File: src/rtl/uart_rx_pkg.sv
// Shared definitions for the serial link: receiver state encodings and
// default clock/baud values, kept here so the future transmitter can reuse them.
package uart_rx_pkg;

    localparam int DEF_CLK_HZ = 12_000_000;
    localparam int DEF_BAUD   = 115_200;

    typedef enum logic [2:0] {
        ST_IDLE  = 3'd0,
        ST_START = 3'd1,
        ST_DATA  = 3'd2,
        ST_STOP  = 3'd3,
        ST_BREAK = 3'd4
    } rx_state_t;

    // Clocks per bit for a given system clock and line rate.
    function automatic int div_of(input int clk_hz, input int baud);
        return clk_hz / baud;
    endfunction

endpackage

File: src/rtl/uart_rx_if.sv
// Receiver-side signal bundle: serial line in, byte and status strobes out.
interface uart_rx_if;
    logic       rx;
    logic [7:0] data;
    logic       valid;
    logic       frame_err;
    logic       busy;

    modport master (output rx, input data, input valid, input frame_err, input busy);
    modport slave  (input rx, output data, output valid, output frame_err, output busy);
endinterface

File: src/rtl/uart_baud_cnt.sv
// Loadable down-counter timing the bit slots; tick is high while the count sits at zero.
module uart_baud_cnt #(
    parameter int W = 7
) (
    input  logic         clk,
    input  logic         rst,
    input  logic         load,
    input  logic [W-1:0] load_val,
    output logic         tick
);

    logic [W-1:0] cnt_r;

    // Count down to zero and hold there until the next load.
    always_ff @(posedge clk or posedge rst) begin
        if (rst) begin
            cnt_r <= {W{1'b0}};
        end else if (load) begin
            cnt_r <= load_val;
        end else if (cnt_r != {W{1'b0}}) begin
            cnt_r <= cnt_r - {{(W-1){1'b0}}, 1'b1};
        end else begin
            cnt_r <= cnt_r;
        end
    end

    assign tick = (cnt_r == {W{1'b0}});

endmodule

File: src/rtl/uart_rx.sv
// 8N1 serial receiver: synchronises rx, samples each bit at mid-bit and
// strobes valid for a good frame or frame_err when the stop bit is low.
module uart_rx
    import uart_rx_pkg::*;
#(
    parameter int CLK_HZ = DEF_CLK_HZ,
    parameter int BAUD   = DEF_BAUD
) (
    input  logic     clk,
    input  logic     rst,
    uart_rx_if.slave bus
);

    localparam int DIV   = div_of(CLK_HZ, BAUD);
    localparam int HALF  = DIV / 2;
    localparam int CNT_W = $clog2(DIV);
    localparam logic [CNT_W-1:0] LOAD_FULL = CNT_W'(DIV - 1);
    localparam logic [CNT_W-1:0] LOAD_HALF = CNT_W'(HALF - 1);

    logic [1:0]       sync_r;
    logic             rx_s;
    rx_state_t        state_r, state_nxt;
    logic [2:0]       bit_idx_r;
    logic [7:0]       shreg_r;
    logic [7:0]       data_r;
    logic             valid_r;
    logic             frame_err_r;
    logic             busy_r;
    logic             tick;
    logic             cnt_load;
    logic [CNT_W-1:0] cnt_val;
    logic             shift_en;
    logic             capture;
    logic             ferr_set;

    assign rx_s = sync_r[1];

    uart_baud_cnt #(.W(CNT_W)) u_baud (
        .clk      (clk),
        .rst      (rst),
        .load     (cnt_load),
        .load_val (cnt_val),
        .tick     (tick)
    );

    // Two-flop synchroniser; resets to the idle-high line level.
    always_ff @(posedge clk or posedge rst) begin
        if (rst) begin
            sync_r <= 2'b11;
        end else begin
            sync_r <= {sync_r[0], bus.rx};
        end
    end

    // FSM state register.
    always_ff @(posedge clk or posedge rst) begin
        if (rst) begin
            state_r <= ST_IDLE;
        end else begin
            state_r <= state_nxt;
        end
    end

    // Next-state logic and per-cycle control decisions.
    always_comb begin
        state_nxt = state_r;
        cnt_load  = 1'b0;
        cnt_val   = LOAD_FULL;
        shift_en  = 1'b0;
        capture   = 1'b0;
        ferr_set  = 1'b0;
        case (state_r)
            ST_IDLE: begin
                if (!rx_s) begin
                    state_nxt = ST_START;
                    cnt_load  = 1'b1;
                    cnt_val   = LOAD_HALF;
                end else begin
                    state_nxt = ST_IDLE;
                end
            end
            ST_START: begin
                if (tick) begin
                    if (!rx_s) begin
                        state_nxt = ST_DATA;
                        cnt_load  = 1'b1;
                    end else begin
                        state_nxt = ST_IDLE;
                    end
                end else begin
                    state_nxt = ST_START;
                end
            end
            ST_DATA: begin
                if (tick) begin
                    shift_en = 1'b1;
                    cnt_load = 1'b1;
                    if (bit_idx_r == 3'd7) begin
                        state_nxt = ST_STOP;
                    end else begin
                        state_nxt = ST_DATA;
                    end
                end else begin
                    state_nxt = ST_DATA;
                end
            end
            ST_STOP: begin
                if (tick) begin
                    if (rx_s) begin
                        capture   = 1'b1;
                        state_nxt = ST_IDLE;
                    end else begin
                        ferr_set  = 1'b1;
                        state_nxt = ST_BREAK;
                    end
                end else begin
                    state_nxt = ST_STOP;
                end
            end
            // A held-low line stays here so it reports only one frame error.
            ST_BREAK: begin
                if (rx_s) begin
                    state_nxt = ST_IDLE;
                end else begin
                    state_nxt = ST_BREAK;
                end
            end
            default: begin
                state_nxt = ST_IDLE;
            end
        endcase
    end

    // Bit index and LSB-first shift register.
    always_ff @(posedge clk or posedge rst) begin
        if (rst) begin
            bit_idx_r <= 3'd0;
            shreg_r   <= 8'h00;
        end else if (state_r != ST_DATA) begin
            bit_idx_r <= 3'd0;
            shreg_r   <= shreg_r;
        end else if (shift_en) begin
            bit_idx_r <= (bit_idx_r == 3'd7) ? bit_idx_r : bit_idx_r + 3'd1;
            shreg_r   <= {rx_s, shreg_r[7:1]};
        end else begin
            bit_idx_r <= bit_idx_r;
            shreg_r   <= shreg_r;
        end
    end

    // Registered outputs; strobes last exactly one cycle.
    always_ff @(posedge clk or posedge rst) begin
        if (rst) begin
            data_r      <= 8'h00;
            valid_r     <= 1'b0;
            frame_err_r <= 1'b0;
            busy_r      <= 1'b0;
        end else begin
            data_r      <= capture ? shreg_r : data_r;
            valid_r     <= capture;
            frame_err_r <= ferr_set;
            busy_r      <= (state_nxt != ST_IDLE);
        end
    end

    assign bus.data      = data_r;
    assign bus.valid     = valid_r;
    assign bus.frame_err = frame_err_r;
    assign bus.busy      = busy_r;

endmodule

File: src/flat_wrapper.sv
// flat-port wrapper written by rule: the top's interface ports become plain ports
module uart_rx_flat import uart_rx_pkg::*;
#(
    parameter int CLK_HZ = DEF_CLK_HZ,
    parameter int BAUD   = DEF_BAUD
)
  (clk, rst, bus_rx, bus_data, bus_valid, bus_frame_err, bus_busy);
  uart_rx_if bus_i ();
  input  logic clk;
  input  logic rst;
  input wire logic [$bits(bus_i.rx)-1:0] bus_rx;
  output wire logic [$bits(bus_i.data)-1:0] bus_data;
  output wire logic [$bits(bus_i.valid)-1:0] bus_valid;
  output wire logic [$bits(bus_i.frame_err)-1:0] bus_frame_err;
  output wire logic [$bits(bus_i.busy)-1:0] bus_busy;
  assign bus_i.rx = bus_rx;
  assign bus_data = bus_i.data;
  assign bus_valid = bus_i.valid;
  assign bus_frame_err = bus_i.frame_err;
  assign bus_busy = bus_i.busy;
  uart_rx #(.CLK_HZ(CLK_HZ), .BAUD(BAUD)) u_core (.clk(clk), .rst(rst), .bus(bus_i));
endmodule
File: config.mk
export PLATFORM = sky130hd
export DESIGN_NAME = uart_rx_flat
export DESIGN_NICKNAME = d
export VERILOG_FILES = /design/src/rtl/uart_rx_pkg.sv /design/src/rtl/uart_rx_if.sv /design/src/rtl/uart_baud_cnt.sv /design/src/rtl/uart_rx.sv /design/src/flat_wrapper.sv
export SDC_FILE = /design/constraint.sdc
export NUM_CORES = 1
export LEC_CHECK = 0
export ABC_CLOCK_PERIOD_IN_PS = 2650
export CAP_MARGIN = 20
export CORE_ASPECT_RATIO = 0.8
export CORE_MARGIN = 8
export CORE_UTILIZATION = 48
export DETAILED_ROUTE_END_ITERATION = 10
export GPL_TIMING_DRIVEN = 0
export PLACE_DENSITY = 0.75
export SLEW_MARGIN = 0
export SYNTH_ARGS = -nofsm -noshare
export SYNTH_HDL_FRONTEND = slang
export SYNTH_SLANG_ARGS = --single-unit
File: constraint.sdc
create_clock -name clk -period 2.65 [get_ports clk]
set_input_delay 0.6625 -clock clk [delete_from_list [all_inputs] [get_ports clk]]
set_output_delay 0.6625 -clock clk [all_outputs]
set_load 0.05 [all_outputs]
======== Word-level counts from Yosys, hierarchy flattened ========
Cells that the tools add are included.
storage, ports and cells
  bits in registers ....................... 34
  input port bits ......................... 3
  output and inout port bits .............. 11
  word-level logic and storage cells ...... 51
cells by class
  $add $sub $neg .......................... 2
  equal/unequal tests ..................... 7
  muxes and demuxes ....................... 24
  bitwise operators ....................... 1
  reduce and logical (&&, ||, !) cells .... 8
operators by type and width
  cell                                              count
  2-to-1 mux 7 bit                                  4
  2-to-1 mux 3 bit                                  5
  one-hot mux 3 bit (5 select lines)                1
  2-to-1 mux 1 bit                                  11
  zero test 7 bit                                   1
  nonzero test 7 bit                                1
  subtractor 7 x 1 -> 7 bit, second input constant  1
  == test 3 x 2 -> 1 bit, second input constant     2
  == test 3 bit, second input constant              2
  2-to-1 mux 2 bit                                  2
  AND reduction 2 bit                               2
  nonzero test 2 bit                                2
  adder 3 x 1 -> 3 bit, second input constant       1
  == test 3 x 1 -> 1 bit, second input constant     1
  zero test 3 bit                                   1
  != test 3 x 2 -> 1 bit, second input constant     1
  one-hot mux 1 bit (3 select lines)                1
  nonzero test 3 bit                                1
  != test 2 bit, second input constant              1
  NOT 1 bit                                         1

======== Depth between registers and ports, before layout ========
Gate-level depths: netlist (run 1).
  word-level depth ........................ 5
  gate-level depth with buffers ........... 6
  mapped depth without buffers ............ 6

======== Cells and area by module ========
A second synthesis (run 1) with hierarchy kept.
unflattened totals
  cell total of the unflattened synthesis .. 130
  area, all modules ....................... 1,577.8 sq um
by module, submodules not included
  module         instances  cells an instance  area an instance (sq um)  seq. area each (sq um)
  uart_rx        1          83                 1,119.8                   678.2
  uart_baud_cnt  1          47                 457.9                     175.2

======== Worst setup path after synthesis (run 1) ========
Ideal clock, no wire load.
  path kind ............................... reg2reg
  start ................................... register u_core.u_baud.cnt_r[4]
  end ..................................... register u_core.shreg_r[0]
  setup time .............................. 0.125 ns
  data arrival time ....................... 1.793 ns
  data required time ...................... 2.525 ns
  setup slack ............................. 0.732 ns
  cell stages (with the launch flop) ...... 5
  path buffers ............................ 1
  period minus slack after synthesis ...... 1.918 ns
  cell sequence ........................... dfrtp_1 -> or4_4 -> or3_1 -> buf_6 -> mux2_4
between the ends
  word-level cells in the longest chain between the ends .. 4
ends and longest elaborated chain
  element                               RTL line             source
  from (decl)                           uart_baud_cnt.sv:12  logic [W-1:0] cnt_r;
  from (signal assigned)                uart_baud_cnt.sv:17  cnt_r <= {W{1'b0}};
  from (signal assigned)                uart_baud_cnt.sv:19  cnt_r <= load_val;
  from (signal assigned)                uart_baud_cnt.sv:21  cnt_r <= cnt_r - {{(W-1){1'b0}}, 1'b1};
  zero test 7 bit                       uart_baud_cnt.sv:27  assign tick = (cnt_r == {W{1'b0}});
  2-to-1 mux 1 bit                      uart_rx.sv:95        if (tick) begin
  2-to-1 mux 1 bit                      uart_rx.sv:72        case (state_r)
  AND reduction 2 bit (no source line)  -
  to (signal assigned)                  uart_rx.sv:141       shreg_r <= shreg_r;
  to (signal assigned)                  uart_rx.sv:144       shreg_r <= {rx_s, shreg_r[7:1]};
  to (signal assigned)                  uart_rx.sv:147       shreg_r <= shreg_r;
  to (decl)                             uart_rx.sv:24        logic [7:0] shreg_r;
No other way between the ends.
A chain may end at the register's enable or synchronous reset.

======== Worst setup path in the final report (run 1) ========
  start ................................... register u_core.data_r[2] (netlist: u_core.bus.data[2])
  end ..................................... output port bus_data[2]
RTL lines
  element                 RTL line            source
  from (decl)             uart_rx.sv:25       logic [7:0] data_r;
  from (signal assigned)  uart_rx.sv:159      data_r <= capture ? shreg_r : data_r;
  to (decl)               flat_wrapper.sv:12  output wire logic [$bits(bus_i.data)-1:0] bus_data;
No word-level cell between the ends.

==> flow_metrics.py, run 1 <==
metrics = {
    "timing": {
        "finalCritPeriodShare_pct": 80.16,
        "period_needed_ps": 2124,
        "worstMarginPinSlew_ps": 661.6,
        "whs_ps": 355.5,
        "skew_ps": 7.071,
        "rsz0062_at_grt": "no",
        "fin_setup_tns_ps": 0,
        "drv_slew": 0,
        "setup_ws_ps": 525.7,
        "finalSetupViolations": 0,
        "report.final.hold_viol_count": 0,
        "fmax_ghz": 0.4707,
        "max-slew-margin-rel_pct": 55.49,
    },
    "die": {
        "start_util_pct": 49.71,
        "core-area_sq_mm": 0.003063,
        "die_x_microns": 78.97,
        "die_y_microns": 66.38,
        "die-area_sq_mm": 0.005242,
        "core.rowCount": 18,
        "boundaryPins": 14,
    },
    "layout": {
        "final_nets": 152,
        "filler_cell_count": 256,
        "fin_cells": 186,
        "antennaDiodeCount": 0,
        "drive_above_1_share_pct": 21.23,
        "area_delta_synth_final_pct": 19.56,
        "design_area_sq_mm": 0.001821,
    },
    "clock_tree": {
        "cts-buffers-inserted": 5,
        "cts_setup_buffers": 0,
        "path_clk_slew_ps": 70,
        "cts-htree-levels": 2,
        "cts.path.max_buffers": 2,
        "clock_sinks": 34,
        "clk_latency_ps": 280,
        "cts_tree": "done",
        "cts.root.buffer_cell": "clkbuf_8",
        "ctsResizeCount": 0,
        "hold_buffers": 0,
    },
    "yosys": {
        "ys_types": 30,
        "synthCells": 124,
        "syn_area_per_cell_sq_um": 12.28,
        "synth_warnings": 0,
        "ys_seq_elements": 34,
        "synth_fp_nets": 131,
        "synth_area_sq_mm": 0.001523,
        "ys_seq_area_share_pct": 56.04,
    },
    "power_and_ir_drop": {
        "powerDensity_mw_per_mm2": 507.3,
        "ir_drop_mv": 0.2929,
        "p_leak_nw": 0.9050,
    },
    "hold_path": {
        "hold_class": "flop to flop",
        "hold_start": "u_core.sync_r[0]",
        "hold_depth": 0,
        "whs_endpoint": "u_core.sync_r[1]",
    },
    "critical_path": {
        "critical_path.cell_chain": "clkdlybuf4s50_1",
        "end_kind": "output pin",
        "worst-path-buf-inv": 1,
        "r2r-end": "u_core.bus.data[2]",
        "arrival_ps": 1460,
        "worstSetupPathType": "flop to output pin",
        "r2r_setup_slack_ps": 530,
        "crit_path_max_incr_delay_ps": 810,
        "cp_slowest_cell": "clkdlybuf4s50_1",
        "crit_path_start_kind": "flop",
        "crit_fanout": 2,
        "critical-path-top-delay-family": "buffers and inverters",
        "critPathRequiredTime_ps": 1990,
        "reg2reg_depth": 4,
        "rr_startpoint": "u_core.u_baud.cnt_r[4]",
    },
    "detailed_routing": {
        "drc_errors": 0,
        "via_per_inst": 5.215,
        "post_drt_wl_per_cell_microns": 14.26,
        "finalWirelength_mm": 2.652,
        "ant_nets": 0,
        "vias": 970,
        "dr.pass1.iters": 4,
        "initialDrtViolationCount": 56,
    },
    "flow_run": {
        "drv_cap": 0,
    },
    "place": {
        "port_buffers": 13,
        "dpl.cell_count": 178,
        "placed_cell_area_sq_mm": 0.001730,
        "gp_congestion": 0.8513,
        "pre_cts_ws_ps": 581.2,
        "hpwl_mm": 1.910,
    },
    "global_routing": {
        "grt_start_max_net_pins": 25,
        "overflow": 0,
        "grt_pass1_wl_mm": 4.491,
        "antenna_found_initial": 0,
        "grt_pass1_vias": 936,
        "grt_util_all_layers_pct": 11.48,
    },
    "outcome": {
        "status": "finished, final reports clean",
    },
}
==> how the worst max path moves through the flow <==
stage                           startpoint                   to  cells past startpoint  slack [ps]
global placement                       rst  u_core.bit_idx_r[2]                      2         520
detailed placement  u_core.u_baud.cnt_r[4]   u_core.bus.data[2]                      4         580
floorplan           u_core.u_baud.cnt_r[4]    u_core.shreg_r[0]                      4         730
finish                  u_core.bus.data[2]          bus_data[2]                      1         530
global route        u_core.u_baud.cnt_r[4]   u_core.bus.data[5]                      4         440
CTS                     u_core.bus.data[2]          bus_data[2]                      1         510
==> sequential cells by signal, indices dropped and copies added (netlist names) <==
name / cells
u_core.bit_idx_r: 3
u_core.bus.busy: 1
u_core.bus.data: 8
u_core.bus.frame_err: 1
u_core.bus.valid: 1
u_core.shreg_r: 8
u_core.state_r: 3
u_core.sync_r: 2
u_core.u_baud.cnt_r: 7
==> cell type report <==
| cell class | instances | area [sq um] | share of cell area (%) |
|---|---|---|---|
| flip-flops and latches | 34 | 853.3 | 46.87 |
| repair buffers | 14 | 157.7 | 8.660 |
| well taps | 40 | 50.05 | 2.749 |
| plain buffers | 5 | 27.53 | 1.512 |
| multi-input cells | 79 | 619.3 | 34.02 |
| inverters | 6 | 22.52 | 1.237 |
| clock buffers | 8 | 90.09 | 4.948 |
==> synthesized netlist by cell type <==
cell type | number | area [sq um]
buf_6 | 1 | 11.26
ha_1 | 4 | 50.05
buf_1 | 1 | 3.750
buf_2 | 1 | 5.000
xor2_1 | 2 | 17.52
xnor2_1 | 1 | 8.760
o211ai_1 | 3 | 22.52
nand3_1 | 3 | 15.01
mux2_4 | 8 | 120.1
a211oi_1 | 1 | 7.510
a311oi_1 | 2 | 17.52
nor2b_1 | 3 | 18.77
nor2_4 | 1 | 11.26
a21oi_1 | 5 | 25.02
dfrtp_1 | 32 | 800.8
or3_1 | 4 | 25.02
mux2i_1 | 2 | 20.02
nand4_2 | 1 | 12.51
nor3_1 | 2 | 10.01
dfstp_2 | 2 | 52.55
o22ai_1 | 1 | 6.260
inv_1 | 6 | 22.52
nand2b_1 | 3 | 18.77
nand2_1 | 6 | 22.52
nor2_1 | 8 | 30.03
clkbuf_1 | 2 | 7.510
nor4_1 | 2 | 12.51
mux2_2 | 9 | 101.4
o21ai_0 | 7 | 35.03
or4_4 | 1 | 11.26
==> routing by layer <==
metal  vias up  track usage [%]  wire, microns
met2        22            17.09           1240
met5         -                0              0
met1       465            13.93           1222
met3         4            4.212            121
met4         0            6.912             68
li1        479                -              -
==> cell usage in the layout (no fill, tap or decap) <==
cell type / Yosys / layout
dfrtp_1: 32 / 32
clkdlybuf4s50_1: 0 / 13
mux2_2: 9 / 9
nor2_1: 8 / 8
mux2_4: 8 / 8
o21ai_0: 7 / 7
inv_1: 6 / 6
nand2_1: 6 / 6
clkbuf_8: 0 / 6
a21oi_1: 5 / 5
or3_1: 4 / 4
clkbuf_1: 2 / 4
ha_1: 4 / 4
nand2b_1: 3 / 3
nor2b_1: 3 / 3
o211ai_1: 3 / 3
nand3_1: 3 / 3
xor2_1: 2 / 2
nor3_1: 2 / 2
nor4_1: 2 / 2
a311oi_1: 2 / 2
mux2i_1: 2 / 2
dfstp_2: 2 / 2
or4_4: 1 / 1
nor2_4: 1 / 1
buf_2: 1 / 1
buf_1: 1 / 1
nand4_2: 1 / 1
o22ai_1: 1 / 1
xnor2_1: 1 / 1
buf_6: 1 / 1
a211oi_1: 1 / 1
buf_16: 0 / 1
==> through the flow <==
stage	utilization, %	power, mW
floorplan	-	0.5427
global placement	55.60	0.5486
detailed placement	56.50	0.5540
CTS	59.44	0.9365
global route	59.44	0.9654
finish	59.44	0.9235
==> cells by family (layout without fill, tap and decap cells) <==
group | after synthesis | count (layout) | share of synthesized area [%]
AOI/OAI and AO/OA | 19 | 19 | 7.477
adders and majority gates | 4 | 4 | 3.287
muxes | 19 | 19 | 15.86
DFF | 34 | 34 | 56.04
xor gates and xnor gates | 3 | 3 | 1.726
and+or+nand+nor | 34 | 34 | 12.32
buffers and inverters | 11 | 33 | 3.286
==> where the power goes <==
part	leakage (nW)	switching, mW	internal, mW
clock	0.0455	0.168	0.211
sequential	0.448	0.000330	0.522
combinational	0.411	0.0136	0.00800
total	0.905	0.182	0.741
No activity file was read; power rests on OpenSTA's default activity.
==> run 2: changes to the inputs <==
- ABC_CLOCK_PERIOD_IN_PS: 2650 -> 2050
- clock period: 2.65 -> 2.05 ns (I/O delays scaled with it)
==> flow_metrics.py, run 2 (synthesis gave the netlist of run 1 again) <==
metrics = {
    "detailed_routing": {
        "dr.pass1.iters": 4,
        "initialDrtViolationCount": 87,
        "routed-wl-met3_microns": 120,
        "finalWirelength_mm": 2.744,
        "drt-met1-wl_mm": 1.273,
        "post_drt_wl_per_cell_microns": 14.60,
        "via_per_inst": 5.229,
        "highest_layer": "met4",
        "vias": 983,
        "drc_errors": 0,
        "wl_met2_mm": 1.308,
        "ant_nets": 0,
    },
    "critical_path": {
        "cp-endpoint": "u_core.shreg_r[4]",
        "rr_startpoint": "u_core.u_baud.cnt_r[4]",
        "crit_fanout": 8,
        "cp-startpoint": "u_core.u_baud.cnt_r[4]",
        "crit_path_start_kind": "flop",
        "reg2reg_depth": 4,
        "worstSetupPathType": "flop to flop",
        "r2r-end": "u_core.shreg_r[4]",
        "arrival_ps": 2170,
        "critPathRequiredTime_ps": 2210,
        "r2r_setup_slack_ps": 40,
        "end_kind": "flop",
    },
    "timing": {
        "setup_ws_ps": 36.13,
        "max-slew-margin-rel_pct": 56.36,
        "rsz0062_at_grt": "no",
        "fin_setup_tns_ps": 0,
        "drv_slew": 0,
        "fmax_ghz": 0.4966,
        "worstMarginPinSlew_ps": 648.7,
        "finalSetupViolations": 0,
        "finalCritPeriodShare_pct": 98.24,
        "report.final.hold_viol_count": 0,
        "skew_ps": 7.955,
        "whs_ps": 355.5,
        "period_needed_ps": 2014,
    },
    "layout": {
        "mostFrequentLayoutCell": "dfrtp_1",
        "final_util_pct": 60.46,
        "mostFrequentLayoutCells": "dfrtp_1 (32), clkdlybuf4s50_1 (13), mux2_2 (9)",
        "antennaDiodeCount": 0,
        "final_nets": 154,
        "drive_above_1_share_pct": 23.65,
        "area_delta_synth_final_pct": 21.61,
    },
    "die": {
        "die_y_microns": 66.38,
        "die_x_microns": 78.97,
        "core-area_sq_mm": 0.003063,
        "start_util_pct": 49.71,
        "boundaryPins": 14,
        "core.rowCount": 18,
        "die-area_sq_mm": 0.005242,
    },
    "power_and_ir_drop": {
        "ir_drop_mv": 0.3784,
        "powerDensity_mw_per_mm2": 644.1,
        "total_power_mw": 1.193,
        "p_leak_nw": 0.8944,
    },
    "global_routing": {
        "grt_pass1_wl_mm": 4.533,
        "overflow": 0,
        "grt_start_max_net_pins": 25,
        "grt_pass1_vias": 928,
        "grt_util_all_layers_pct": 11.62,
        "antenna_found_initial": 0,
    },
    "place": {
        "gp_congestion": 0.8513,
        "port_buffers": 13,
        "pre_cts_ws_ps": -18.81,
        "hpwl_mm": 1.910,
    },
    "clock_tree": {
        "clock_sinks": 34,
        "path_clk_slew_ps": 70,
        "cts-buffers-inserted": 5,
        "clk_latency_ps": 280,
        "cts-htree-levels": 2,
        "hold_buffers": 0,
        "cts.path.max_buffers": 2,
        "cts_tree": "done",
        "cts.root.buffer_cell": "clkbuf_8",
    },
    "hold_path": {
        "hold_class": "flop to flop",
    },
    "outcome": {
        "status": "finished, final reports clean",
    },
    "flow_run": {
        "drv_cap": 0,
    },
}
## run 2: changes by cell type in the layout (fill, tap and decap cells not counted)
cell     delta
nand4_4     +1
nor2b_1     -1
nor2b_2     +1
nor3_2      +1
nor3_1      -1
buf_4       +2
nand4_2     -1
## run 2: report_power, final
| part | total (mW) | internal (mW) | leakage [nW] | switching [mW] |
|---|---|---|---|---|
| Combinational | 0.0288 | 0.0104 | 0.401 | 0.0184 |
| Sequential | 0.675 | 0.675 | 0.448 | 0.000426 |
| Clock | 0.489 | 0.273 | 0.0455 | 0.216 |
## run 2: metrics by stage
| step | cell area, sq um | instances |
|---|---|---|
| finish | 1852 | 188 |
| global route | 1852 | 188 |
| CTS | 1829 | 186 |
| detailed placement | 1730 | 178 |
| global placement | 1703 | 177 |
| floorplan | 1523 | 124 |
## run 2: worst max-delay path, stage by stage, from the launching register on
cell and delay (ps):
dfrtp_1 420, or4_4 600, or3_1 410, buf_6 160
mux2_4 290
## run 2: worst min-delay path by stage
stage	end	startpoint	depth (start not counted)	slack [ps]
after CTS	u_core.sync_r[1]	u_core.sync_r[0]	0	360
after detailed placement	u_core.sync_r[1]	u_core.sync_r[0]	0	350
after global routing	u_core.sync_r[1]	u_core.sync_r[0]	0	360
final	u_core.sync_r[1]	u_core.sync_r[0]	0	360
after floorplan	u_core.sync_r[1]	u_core.sync_r[0]	0	350
after global placement	u_core.sync_r[1]	u_core.sync_r[0]	0	350
## run 2: cell type report
class,count,area (sq um)
buffer,5,27.53
inverter,6,22.52
multi-input combinational,79,635.6
fill,256,1211
clock buffer,8,90.09
timing repair buffer,16,172.7
sequential,34,853.3
tap,40,50.05
## run 2: routing by layer
| layer | vias to the layer above | GRT usage [%] |
|---|---|---|
| met5 | - | 0 |
| met1 | 481 | 14.10 |
| met2 | 17 | 17.40 |
| met4 | 0 | 6.912 |
| li1 | 483 | - |
| met3 | 2 | 4.212 |
## run 2: what timing repair did
action / CTS / global route
hold endpoints to repair: 0 / 0
gates resized for setup: 1 / 2
pin swaps: 0 / 1
setup buffers: 0 / 2
setup endpoints to repair: 8 / 17
==> run 3: changes to the inputs <==
- CORE_UTILIZATION: 48 -> 55
- PLACE_DENSITY: 0.75 -> 0.83
==> flow_metrics.py, run 3 (synthesis gave the netlist of run 1 again) <==
metrics = {
    "outcome": {
        "status": "finished, final reports clean",
    },
    "power_and_ir_drop": {
        "p_leak_nw": 0.9433,
        "powerDensity_mw_per_mm2": 596.9,
        "ir_drop_mv": 0.4456,
    },
    "layout": {
        "antennaDiodeCount": 0,
        "area_delta_synth_final_pct": 18.82,
        "mostFrequentLayoutCell": "dfrtp_1",
        "filler_cell_count": 225,
        "final_nets": 152,
        "drive_above_1_share_pct": 22.60,
        "fin_cells": 184,
        "design_area_sq_mm": 0.001809,
        "mostFrequentLayoutCells": "dfrtp_1 (32), mux2_2 (9), clkdlybuf4s50_1 (9)",
    },
    "critical_path": {
        "worst-path-buf-inv": 1,
        "cp_slowest_cell": "clkdlybuf4s50_1",
        "worstSetupPathType": "flop to output pin",
        "crit_path_max_incr_delay_ps": 810,
        "r2r_setup_slack_ps": 60,
        "arrival_ps": 1500,
        "crit_path_start_kind": "flop",
        "end_kind": "output pin",
        "critPathRequiredTime_ps": 1540,
        "path_depth": 1,
        "critical_path.cell_chain": "clkdlybuf4s50_1",
        "reg2reg_depth": 4,
        "critical-path-top-delay-family": "buffers and inverters",
        "crit_fanout": 2,
    },
    "global_routing": {
        "antenna_found_initial": 0,
        "overflow": 0,
        "grt_pass1_vias": 943,
        "grtUsageMet2_pct": 16.92,
        "grt_util_all_layers_pct": 12.12,
        "grtUsageMet3_pct": 4.739,
        "busiest_layer": "met2",
        "grt_use_met1_pct": 15.76,
        "grt_pass1_wl_mm": 4.416,
        "grt_start_max_net_pins": 26,
    },
    "die": {
        "die_y_microns": 63.06,
        "core-area_sq_mm": 0.002701,
        "boundaryPins": 14,
        "core.rowCount": 17,
        "start_util_pct": 56.37,
        "die-area_sq_mm": 0.004718,
        "die_x_microns": 74.83,
    },
    "timing": {
        "skew_ps": 5.584,
        "whs_ps": 361.7,
        "fmax_ghz": 0.4964,
        "max-slew-margin-rel_pct": 59.36,
        "period_needed_ps": 2015,
        "finalCritPeriodShare_pct": 98.27,
        "drv_slew": 0,
        "worstMarginPinSlew_ps": 604.0,
        "finalSetupViolations": 0,
        "report.final.hold_viol_count": 0,
    },
    "hold_path": {
        "hold_class": "flop to flop",
        "hold_depth": 0,
    },
    "clock_tree": {
        "cts.root.buffer_cell": "clkbuf_4",
        "path_clk_slew_ps": 90,
        "cts.path.max_buffers": 2,
        "clock_sinks": 34,
        "cts-buffers-inserted": 5,
        "cts_tree": "done",
        "clk_latency_ps": 330,
        "hold_buffers": 0,
        "cts-htree-levels": 2,
    },
    "detailed_routing": {
        "ant_nets": 0,
        "via_per_inst": 5.293,
        "dr.pass1.iters": 4,
        "finalWirelength_mm": 2.658,
        "post_drt_wl_per_cell_microns": 14.45,
        "initialDrtViolationCount": 20,
        "drc_errors": 0,
        "vias": 974,
    },
    "place": {
        "gp_congestion": 0.7653,
        "dpl.cell_count": 176,
        "port_buffers": 13,
        "hpwl_mm": 1.871,
        "placed_cell_area_sq_mm": 0.001728,
    },
    "flow_run": {
        "drv_cap": 0,
    },
}
==> run 3: changes by cell type in the layout (fill, tap and decap cells not counted), moves of 2 or more <==
| cell | delta |
|---|---|
| buf_4 | -2 |
| dlymetal6s2s_1 | +4 |
| clkdlybuf4s50_1 | -4 |
| clkbuf_8 | -5 |
| clkbuf_4 | +5 |
==> run 3: final timing paths <==
| check | end | from |
|---|---|---|
| setup / recovery | bus_data[5] | u_core.bus.data[5] |
| hold / removal | u_core.sync_r[1] | u_core.sync_r[0] |
| setup reg to reg | u_core.shreg_r[7] | u_core.u_baud.cnt_r[4] |
| hold reg to reg | u_core.sync_r[1] | u_core.sync_r[0] |
| max in group asynchronous | u_core.sync_r[1] | rst |
| min in group asynchronous | u_core.bus.data[3] | rst |
==> run 3: final cells by class <==
type | instances | area (sq um) | area share (%)
plain buffers | 5 | 27.53 | 1.521
clock buffers | 7 | 55.05 | 3.043
clock inverters | 1 | 5.005 | 0.2766
inverters | 6 | 22.52 | 1.245
multi-input cells | 79 | 630.6 | 34.85
flip-flops and latches | 34 | 853.3 | 47.16
well taps | 38 | 47.55 | 2.628
repair buffers | 14 | 167.7 | 9.267
==> run 3: report_power, final <==
group / total (mW) / switching, mW / internal (mW)
Clock: 0.377 / 0.211 / 0.166
Combinational: 0.0288 / 0.0185 / 0.0104
Sequential: 0.674 / 0.000446 / 0.674
Total: 1.08 / 0.230 / 0.850
==> run 3: timing repair <==
| action | CTS | global route |
|---|---|---|
| pin swaps | 0 | 2 |
| endpoints found under the setup margin | 8 | 17 |
| buffers inserted | 0 | 0 |
| resized for setup | 1 | 5 |
==> run 3: metal layers <==
metal	vias to the layer above	routed length, microns
li1	476	-
met1	475	1201
met2	16	1270
met3	7	144
met4	0	42
met5	-	0
==> run 3: stage by stage <==
step | setup slack, ps | TNS, ps | total power [mW] | utilization [%]
after floorplan | 131.9 | 0 | 0.7015 | -
final | 35.45 | 0 | 1.080 | 66.98
after CTS | 25.64 | 0 | 1.095 | 66.51
after global placement | 4.935 | 0 | 0.7088 | 62.95
after detailed placement | -19.03 | -98.88 | 0.7166 | 63.96
after global routing | -4.301 | -4.301 | 1.120 | 66.98
